File: src/rtl/pkt_rr_sched_if.sv
// Bus bundle for pkt_rr_sched: per-channel FIFO read side plus merged output stream.
//   pkt_rdy/dat_empty/dat_q : per-channel message/data FIFO status and show-ahead words
//   dat_rdreq/msg_rdreq     : per-channel data read ack and message pop (combinational)
//   out_rdy                 : downstream ready
//   data_d*/chan_d          : registered merged output stream with source channel
//   err_sop/err_len         : sticky framing error flags
interface pkt_rr_sched_if #(
   parameter int unsigned NCH = 3,
   parameter int unsigned DW  = 16,
   parameter int unsigned CHW = 2
);
   logic [NCH-1:0]        pkt_rdy;
   logic [NCH-1:0]        dat_empty;
   logic [NCH*(DW+2)-1:0] dat_q;
   logic [NCH-1:0]        dat_rdreq;
   logic [NCH-1:0]        msg_rdreq;
   logic                  out_rdy;
   logic [DW-1:0]         data_d;
   logic                  data_d_sop;
   logic                  data_d_eop;
   logic                  data_d_vld;
   logic [CHW-1:0]        chan_d;
   logic                  err_sop;
   logic                  err_len;

   modport master (
      input  pkt_rdy, dat_empty, dat_q, out_rdy,
      output dat_rdreq, msg_rdreq, data_d, data_d_sop, data_d_eop, data_d_vld,
             chan_d, err_sop, err_len
   );

   modport slave (
      output pkt_rdy, dat_empty, dat_q, out_rdy,
      input  dat_rdreq, msg_rdreq, data_d, data_d_sop, data_d_eop, data_d_vld,
             chan_d, err_sop, err_len
   );
endinterface

File: src/rtl/pkt_rr_sched.sv
// Round-robin packet scheduler: picks a channel with a complete packet, drains
// exactly one packet from its show-ahead data FIFO, pops its message FIFO on eop,
// and presents the words on a registered merged stream tagged with the channel.
//   clk_d, rst_n : clock, asynchronous active-low reset
//   bus          : pkt_rr_sched_if master (FIFO read side, output stream, error flags)
module pkt_rr_sched #(
   parameter int unsigned NCH    = 3,
   parameter int unsigned DW     = 16,
   parameter int unsigned CHW    = 2,
   parameter int unsigned MAXLEN = 1024
) (
   input  logic           clk_d,
   input  logic           rst_n,
   pkt_rr_sched_if.master bus
);
   localparam int unsigned WW = DW + 2;
   localparam int unsigned CW = $clog2(MAXLEN + 1);

   typedef enum logic [0:0] {IDLE, XFER} state_e;

   state_e         state, state_nxt;
   logic [CHW-1:0] sel, last_grant, grant_c;
   logic           grant_vld_c;
   logic [CW-1:0]  cnt;
   logic [WW-1:0]  word_c;
   logic           empty_c;
   logic           rd_c, eop_rd_c, len_hit_c, sop_bad_c;

   // Selected channel's head word and empty flag
   always_comb begin
      word_c  = '0;
      empty_c = 1'b1;
      for (int unsigned i = 0; i < NCH; i++) begin
         if (sel == CHW'(i)) begin
            word_c  = bus.dat_q[i*WW +: WW];
            empty_c = bus.dat_empty[i];
         end
      end
   end

   // Round-robin search: first ready channel above last_grant, else lowest ready one
   always_comb begin
      grant_c     = last_grant;
      grant_vld_c = 1'b0;
      for (int unsigned i = 0; i < NCH; i++) begin
         if (!grant_vld_c && bus.pkt_rdy[i] && (CHW'(i) > last_grant)) begin
            grant_c     = CHW'(i);
            grant_vld_c = 1'b1;
         end
      end
      for (int unsigned i = 0; i < NCH; i++) begin
         if (!grant_vld_c && bus.pkt_rdy[i]) begin
            grant_c     = CHW'(i);
            grant_vld_c = 1'b1;
         end
      end
   end

   // State register
   always_ff @(posedge clk_d or negedge rst_n) begin
      if (!rst_n) state <= IDLE;
      else        state <= state_nxt;
   end

   // Next state and combinational FIFO read/pop strobes
   always_comb begin
      state_nxt     = state;
      rd_c          = 1'b0;
      eop_rd_c      = 1'b0;
      len_hit_c     = 1'b0;
      bus.dat_rdreq = '0;
      bus.msg_rdreq = '0;
      case (state)
         IDLE: begin
            if (grant_vld_c) state_nxt = XFER;
         end
         XFER: begin
            rd_c      = !empty_c && bus.out_rdy;
            eop_rd_c  = rd_c && word_c[DW];
            // Last permitted word without eop: abandon the packet, leave its message queued
            len_hit_c = rd_c && !word_c[DW] && (cnt == CW'(MAXLEN - 1));
            for (int unsigned i = 0; i < NCH; i++) begin
               if (sel == CHW'(i)) begin
                  bus.dat_rdreq[i] = rd_c;
                  bus.msg_rdreq[i] = eop_rd_c;
               end
            end
            if (eop_rd_c || len_hit_c) state_nxt = IDLE;
         end
         default: state_nxt = IDLE;
      endcase
   end

   // sop must appear on the first word of the packet and nowhere else
   assign sop_bad_c = rd_c && (word_c[DW+1] != (cnt == '0));

   // Grant bookkeeping, word counter, registered output stream and sticky errors
   always_ff @(posedge clk_d or negedge rst_n) begin
      if (!rst_n) begin
         sel            <= '0;
         last_grant     <= CHW'(NCH - 1);
         cnt            <= '0;
         bus.data_d     <= '0;
         bus.data_d_sop <= 1'b0;
         bus.data_d_eop <= 1'b0;
         bus.data_d_vld <= 1'b0;
         bus.chan_d     <= '0;
         bus.err_sop    <= 1'b0;
         bus.err_len    <= 1'b0;
      end else begin
         if ((state == IDLE) && grant_vld_c) sel <= grant_c;
         if (eop_rd_c || len_hit_c) begin
            last_grant <= sel;
            cnt        <= '0;
         end else if (rd_c) begin
            cnt <= cnt + CW'(1);
         end
         bus.data_d_vld <= rd_c;
         bus.data_d     <= rd_c ? word_c[DW-1:0] : '0;
         bus.data_d_sop <= rd_c && word_c[DW+1];
         bus.data_d_eop <= rd_c && word_c[DW];
         if (rd_c)      bus.chan_d  <= sel;
         if (sop_bad_c) bus.err_sop <= 1'b1;
         if (len_hit_c) bus.err_len <= 1'b1;
      end
   end
endmodule

File: src/flat_wrapper.sv
// flat-port wrapper written by rule: the top's interface ports become plain ports
module pkt_rr_sched_flat 
#(
   parameter int unsigned NCH    = 3,
   parameter int unsigned DW     = 16,
   parameter int unsigned CHW    = 2,
   parameter int unsigned MAXLEN = 1024
)
  (clk_d, rst_n, bus_pkt_rdy, bus_dat_empty, bus_dat_q, bus_out_rdy, bus_dat_rdreq, bus_msg_rdreq, bus_data_d, bus_data_d_sop, bus_data_d_eop, bus_data_d_vld, bus_chan_d, bus_err_sop, bus_err_len);
  pkt_rr_sched_if #(.NCH(NCH), .DW(DW), .CHW(CHW)) bus_i ();
  input  logic clk_d;
  input  logic rst_n;
  input wire logic [$bits(bus_i.pkt_rdy)-1:0] bus_pkt_rdy;
  input wire logic [$bits(bus_i.dat_empty)-1:0] bus_dat_empty;
  input wire logic [$bits(bus_i.dat_q)-1:0] bus_dat_q;
  input wire logic [$bits(bus_i.out_rdy)-1:0] bus_out_rdy;
  output wire logic [$bits(bus_i.dat_rdreq)-1:0] bus_dat_rdreq;
  output wire logic [$bits(bus_i.msg_rdreq)-1:0] bus_msg_rdreq;
  output wire logic [$bits(bus_i.data_d)-1:0] bus_data_d;
  output wire logic [$bits(bus_i.data_d_sop)-1:0] bus_data_d_sop;
  output wire logic [$bits(bus_i.data_d_eop)-1:0] bus_data_d_eop;
  output wire logic [$bits(bus_i.data_d_vld)-1:0] bus_data_d_vld;
  output wire logic [$bits(bus_i.chan_d)-1:0] bus_chan_d;
  output wire logic [$bits(bus_i.err_sop)-1:0] bus_err_sop;
  output wire logic [$bits(bus_i.err_len)-1:0] bus_err_len;
  assign bus_i.pkt_rdy = bus_pkt_rdy;
  assign bus_i.dat_empty = bus_dat_empty;
  assign bus_i.dat_q = bus_dat_q;
  assign bus_i.out_rdy = bus_out_rdy;
  assign bus_dat_rdreq = bus_i.dat_rdreq;
  assign bus_msg_rdreq = bus_i.msg_rdreq;
  assign bus_data_d = bus_i.data_d;
  assign bus_data_d_sop = bus_i.data_d_sop;
  assign bus_data_d_eop = bus_i.data_d_eop;
  assign bus_data_d_vld = bus_i.data_d_vld;
  assign bus_chan_d = bus_i.chan_d;
  assign bus_err_sop = bus_i.err_sop;
  assign bus_err_len = bus_i.err_len;
  pkt_rr_sched #(.NCH(NCH), .DW(DW), .CHW(CHW), .MAXLEN(MAXLEN)) u_core (.clk_d(clk_d), .rst_n(rst_n), .bus(bus_i));
endmodule
File: config.mk
export PLATFORM = sky130hd
export DESIGN_NAME = pkt_rr_sched_flat
export DESIGN_NICKNAME = d
export VERILOG_FILES = /design/src/rtl/pkt_rr_sched_if.sv /design/src/rtl/pkt_rr_sched.sv /design/src/flat_wrapper.sv
export SDC_FILE = /design/constraint.sdc
export NUM_CORES = 1
export LEC_CHECK = 0
export ABC_AREA = 1
export CORE_AREA = 2 2 71 73
export DETAILED_ROUTE_END_ITERATION = 16
export DIE_AREA = 0 0 73 75
export PLACE_DENSITY_LB_ADDON = 0.3
export RECOVER_POWER = 25
export SYNTH_ARGS = -nofsm -noshare
export SYNTH_HDL_FRONTEND = slang
export SYNTH_SLANG_ARGS = --single-unit
File: constraint.sdc
create_clock -name clk_d -period 4.6 [get_ports clk_d]
set_input_delay 1.38 -clock clk_d [delete_from_list [all_inputs] [get_ports clk_d]]
set_output_delay 1.38 -clock clk_d [all_outputs]
set_load 0.05 [all_outputs]
==> impl_metrics.yaml, run 1 <==
run_status:
  status: "finished with violations"
  violations: "capacitance limit, slew limit"
placed_design:
  place_ws_ns: 0.384
  io_buffers: 91
  place_congestion: 0.853
  dp_hpwl_microns: 4480
  dpl_cell_area_sq_um: 3090
critical_path:
  worst-path-max-fanout: 23
  crit_slowest_cell: "clkdlybuf4s50_1"
  critPathMaxStageDelay_ns: 0.40
  crit_top_cell: "nor2_2"
  crit_arrival_ns: 2.84
  crit_buf_inv: 3
  cp.required_ns: 3.22
  crit_path_start_kind: "input port"
  path_cells: "clkdlybuf4s50_1, o21ai_1, nand2_1, nor2_2, nand2_2, buf_4, nor2_2, buf_12"
  end_kind: "output port"
  critical_path.top_delay_family: "buffers and inverters"
  worst-setup-path-type: "input port to output port"
finish:
  drive_above_1_share_pct: 7.98
  final_cell_mix: "nand2_1, clkdlybuf4s50_1, dfrtp_1, inv_1, nor2_1"
  antenna-diode-count: 0
  area_delta_synth_final_pct: 53.5
  multi_input_area_sq_um: 918
  final_common_cell: "nand2_1"
  fin_nets: 440
  seq_area_sq_um: 977
  stdcell_area_sq_um: 3190
  final.fill_count: 370
global_route:
  groute.usage.overall_pct: 21.6
  antenna_found_initial: 0
  grt_max_degree: 40
  grt_pass1_wl_microns: 9060
  grt_overflow: 0
  grt_pass1_vias: 2039
sta:
  max_clock_freq_mhz: 237
  tightest_slew_ns: 2.07
  hold_violations: 0
  period_share_pct: 91.6
  relSlewSlack_pct: -37.9
  tns_ns: 0
  setup_viol: 0
  slew_viol_final: 40
  layout_setup_ws_ns: 0.385
  rsz0062_at_grt: "false"
  fin_crit_ns: 4.22
  fin_worst_skew_ns: 0.00661
clock_network:
  clockBufferDepth: 2
  htreeDepth: 2
  root_buffer: "clkbuf_8"
  hold_buffers: 0
  path_clk_slew_ns: 0.08
  cts.sink_count: 39
  clk_latency_ns: 0.29
  cts_tree: "yes"
  post_cts_resized: 0
  cts_buffers: 5
  postCtsSetupRepairBufs: 0
route:
  drcViolationCount: 0
  wl_met3_microns: 273
  vias: 2152
  viasPerCell: 5.00
  drtPass1Iterations: 4
  wl_met2_microns: 3070
  wirelength_microns: 5750
  post_drt_wl_per_cell_microns: 13.4
  drt_iter0_drc: 125
  routed.top_layer: "met4"
  ant_nets: 0
  met1Wirelength_microns: 2250
power:
  p_per_area_nw_per_um2: 517
  p_leak_nw: 1.48
  totalPowerFinal_w: 0.00165
  ir_drop_v: 0.000304
floorplanning:
  fp.dieArea_sq_um: 5480
  core_sq_um: 4660
  io_pins: 92
  die_x_microns: 73
  rows: 25
  die_h_microns: 75
  start_util_pct: 44.6
synthesis:
  synthFlopType: "dfrtp_1"
  ys_warn_count: 0
  syn_area_sq_um: 2080
  async_flop_share_pct: 100
  synth_cells: 282
  ys_seq_area_share_pct: 47.0
  synth_area_per_cell_sq_um: 7.37
  ys_types: 29
  synth_edf_count: 0
  ys_seq_elements: 39
  syn-num-nets: 347
min_path:
  hold_class: "register to register"
flow_run:
  drv_cap: 1
[state kept, by name, summed over array words and instances (netlist names)]
name,count
u_core.bus.err_len,1
u_core.sel,2
u_core.bus.data_d_sop,1
u_core.state,1
u_core.bus.data_d_eop,1
u_core.bus.data_d_vld,1
u_core.last_grant,2
u_core.bus.chan_d,2
u_core.cnt,11
u_core.bus.err_sop,1
u_core.bus.data_d,16
[routing by layer]
layer	track usage [%]	vias to the layer above
li1	-	1083
met1	25.5	993
met2	37.6	62
met3	4.15	14
met4	10.7	0
met5	0	-
[final timing paths]
path,start,end,slack [ns],cells after the start
max,bus_dat_empty[1],bus_dat_rdreq[0],0.38,8
min,u_core.bus.err_len$_DFFE_PN0P_,u_core.bus.err_len$_DFFE_PN0P_,0.47,2
max reg2reg,u_core.sel[1]$_DFFE_PN0P_,u_core.bus.data_d[14]$_DFF_PN0_,2.57,10
min reg2reg,u_core.bus.err_len$_DFFE_PN0P_,u_core.bus.err_len$_DFFE_PN0P_,0.47,2
max in group asynchronous,rst_n,u_core.bus.data_d[4]$_DFF_PN0_,1.74,1
min in group asynchronous,rst_n,u_core.bus.err_len$_DFFE_PN0P_,1.67,1
[worst reg2reg max path, cell delays in order (launching register included)]
cell and delay (ns):
dfrtp_1 0.52, nor2_4 0.35, nand2_1 0.09, nand2_1 0.15, nor2_2 0.08, nand2_2 0.07, buf_4 0.26, nor2_2 0.09
buf_4 0.16, nand2_1 0.05, nand3_1 0.08
[cell type report]
type | count | share of cell area [%]
clock buffers | 7 | 3.02
clock inverters | 1 | 0.235
inverters | 36 | 4.24
multi-input cells | 199 | 28.8
flip-flops and latches | 39 | 30.6
well taps | 54 | 2.12
repair buffers | 94 | 31.0
[report_power, final]
| group | switching (W) | internal, W |
|---|---|---|
| Sequential | 0.0000758 | 0.000436 |
| Combinational | 0.000568 | 0.000309 |
| Clock | 0.000122 | 0.000136 |
[stage by stage]
step	utilization, %	hold WS (ns)	instances
after floorplan	-	0.467	282
after global placement	66.2	0.447	422
after detailed placement	66.2	0.451	422
after CTS	68.5	0.471	430
after global routing	68.4	0.512	430
final	68.4	0.470	430
[synth_stat cells (2+ instances only)]
library cell  number  area (sq um)
nor3_1             4          20.0
nand3_1           17          85.1
nor2_2             2          12.5
nand2_2            3          18.8
ha_1               2          25.0
o21ai_0            7          35.0
buf_2              2          10.0
buf_4              2          15.0
inv_1             33           124
a21oi_1            2          10.0
dfrtp_1           38           951
a31oi_1           11          68.8
clkbuf_1           3          11.3
inv_2              3          11.3
nand4_1           10          62.6
nand2_1          107           402
o21ai_1            4          20.0
nor2_1            21          78.8
[cells by family (layout without fill, tap and decap cells)]
kind of cell,after synthesis,count (layout),synth area share [%]
compound gates,26,26,7.10
fa+ha+maj,2,2,1.20
flops,39,39,47.0
buf+inv,44,138,8.79
xor+xnor,1,1,0.422
simple gates,170,170,35.5
Note: power is estimated with default switching activity, not from simulation.
==> run 2: changes to the inputs <==
--- a/config.mk
+++ b/config.mk
@@ -6,6 +6,7 @@
 export NUM_CORES = 1
 export LEC_CHECK = 0
 export ABC_AREA = 1
+export CAP_MARGIN = 20
 export CORE_AREA = 2 2 71 73
 export DETAILED_ROUTE_END_ITERATION = 16
 export DIE_AREA = 0 0 73 75
==> results of run 2 <==
Same layout as run 1: the final DEF is identical, and so are final timing and power.
==> run 3: changes to the inputs <==
--- a/config.mk
+++ b/config.mk
@@ -6,7 +6,6 @@
 export NUM_CORES = 1
 export LEC_CHECK = 0
 export ABC_AREA = 1
-export CAP_MARGIN = 20
 export CORE_AREA = 2 2 71 73
 export DETAILED_ROUTE_END_ITERATION = 16
 export DIE_AREA = 0 0 73 75
==> constraint.sdc (replaced) <==
create_clock -name clk_d -period 5 [get_ports clk_d]
set_input_delay 1.5 -clock clk_d [delete_from_list [all_inputs] [get_ports clk_d]]
set_output_delay 1.5 -clock clk_d [all_outputs]
set_load 0.05 [all_outputs]
==> run 3 against run 2 <==
The run still ends with capacitance limit, slew limit left. Register-to-register slack gained 0.42 ns. Cell area decreased by 0.35%. Non-clock buffer count down 1. Die area is the same. Core utilization fell by 0.24 points. Combinational power decreased by 7.8%. Sequential power down 8.6%. Flip-flop and latch count did not move.
==> impl_metrics.yaml, run 3 (synthesized netlist as in run 1, its figures left out) <==
critical_path:
  worst-path-max-fanout: 9
  path_cells: "clkdlybuf4s50_1, o21ai_1, nand2_1, nor2_2, nand2_2, nor3_1, buf_12"
  cp.required_ns: 3.50
  crit_arrival_ns: 3.00
  end_kind: "output port"
  rrSetupSlack_ns: 2.99
  worst-setup-path-type: "input port to output port"
  critPathMaxStageDelay_ns: 0.40
  crit_path_start_kind: "input port"
  crit_slowest_cell: "clkdlybuf4s50_1"
global_route:
  met3_usage_pct: 5.22
  antenna_found_initial: 0
  grt_use_met1_pct: 26.8
  grt_overflow: 0
  grt_max_degree: 40
  busiest_layer: "met2"
  grt_pass1_vias: 2024
  grt_pass1_wl_microns: 9230
  met2_usage_pct: 38.0
  groute.usage.overall_pct: 22.1
route:
  post_drt_wl_per_cell_microns: 13.4
  vias: 2166
  drtPass1Iterations: 4
  wirelength_microns: 5740
  ant_nets: 0
  drt_iter0_drc: 83
  drcViolationCount: 0
  viasPerCell: 5.05
power:
  switching_share_pct: 46.5
  p_comb_share_pct: 53.5
  ir_drop_v: 0.000256
  p_int_w: 0.000809
  p_sw_w: 0.000703
  clockPowerShare_pct: 15.6
  p_leak_nw: 1.48
  p_per_area_nw_per_um2: 476
  totalPowerFinal_w: 0.00151
  power_frac_seq_pct: 30.9
placed_design:
  dp_hpwl_microns: 4400
  dpl_cell_area_sq_um: 3080
  place_congestion: 0.862
  io_buffers: 91
floorplanning:
  die_h_microns: 75
  fp.dieArea_sq_um: 5480
  start_util_pct: 44.6
  die_x_microns: 73
  core_sq_um: 4660
  io_pins: 92
  rows: 25
sta:
  fin_crit_ns: 4.50
  max_clock_freq_mhz: 222
  fin_worst_skew_ns: 0.00510
  tightest_slew_ns: 2.09
  hold_violations: 0
  setup_viol: 0
  relSlewSlack_pct: -39.2
  slew_viol_final: 40
  rsz0062_at_grt: "false"
  period_share_pct: 90.0
  tns_ns: 0
clock_network:
  clockBufferDepth: 2
  clk_latency_ns: 0.30
  cts_tree: "yes"
  postCtsSetupRepairBufs: 0
  path_clk_slew_ns: 0.07
  htreeDepth: 2
  cts.sink_count: 39
  post_cts_resized: 0
  root_buffer: "clkbuf_8"
  cts_buffers: 5
  hold_buffers: 0
finish:
  top_register: "u_core.bus.data_d"
  largest_reg_flops: 16
  drive_above_1_share_pct: 7.47
  reg.largest.list: "u_core.bus.data_d: 16 flops, u_core.cnt: 11 flops"
  post-route-util_pct: 68.2
  final_cell_mix: "nand2_1, clkdlybuf4s50_1, dfrtp_1, inv_1, nor2_1"
  fin_nets: 439
  final_common_cell: "nand2_1"
  area_delta_synth_final_pct: 52.9
  antenna-diode-count: 0
  stdcell_area_sq_um: 3180
min_path:
  hold_class: "register to register"
flow_run:
  drv_cap: 1
run_status:
  status: "finished with violations"
  violations: "capacitance limit, slew limit"
==> run 3: worst paths after layout <==
| check | start | endpoint | cells past startpoint |
|---|---|---|---|
| min | u_core.bus.err_len$_DFFE_PN0P_ | u_core.bus.err_len$_DFFE_PN0P_ | 2 |
| max in group asynchronous | rst_n | u_core.bus.data_d[14]$_DFF_PN0_ | 1 |
| max | bus_dat_empty[1] | bus_msg_rdreq[0] | 7 |
| min reg2reg | u_core.bus.err_len$_DFFE_PN0P_ | u_core.bus.err_len$_DFFE_PN0P_ | 2 |
| max reg2reg | u_core.cnt[0]$_DFFE_PN0P_ | u_core.last_grant[1]$_DFFE_PN1P_ | 9 |
| min in group asynchronous | rst_n | u_core.bus.err_len$_DFFE_PN0P_ | 1 |
==> run 3: cell type report <==
cell class	count	area [sq um]
timing repair buffer	93	980
tap	54	67.6
sequential	39	977
multi-input combinational	199	918
clock buffer	8	100
fill	393	1480
inverter	36	135
==> run 3: stage by stage <==
| step | instances | hold WS, ns | setup WS, ns |
|---|---|---|---|
| floorplan | 282 | 0.467 | 0.337 |
| global placement | 421 | 0.449 | 0.533 |
| detailed placement | 421 | 0.459 | 0.496 |
| CTS | 429 | 0.476 | 0.491 |
| global route | 429 | 0.514 | 0.363 |
| finish | 429 | 0.473 | 0.500 |
==> run 3: worst max-delay path, delay by kind of cell <==
kind,cells,cell delay (ns)
compound gates,1,0.13
buf+inv,2,0.59
simple gates,4,0.78
==> run 3: metal layers <==
metal / up-vias / wire length, microns / part of all wire [%]
met1: 1010 / 2280 / 40
met5: - / 0 / 0
li1: 1077 / - / -
met2: 67 / 3020 / 53
met3: 12 / 304 / 5.3
met4: 0 / 138 / 2.4
==> run 3: power by group through the flow <==
stage	sequential [W]	clock [W]	combinational (W)
after floorplan	0.000640	0	0.000356
after global placement	0.000471	0	0.000798
after detailed placement	0.000474	0	0.000809
after CTS	0.000468	0.000241	0.000812
after global routing	0.000480	0.000257	0.000870
final	0.000468	0.000236	0.000809
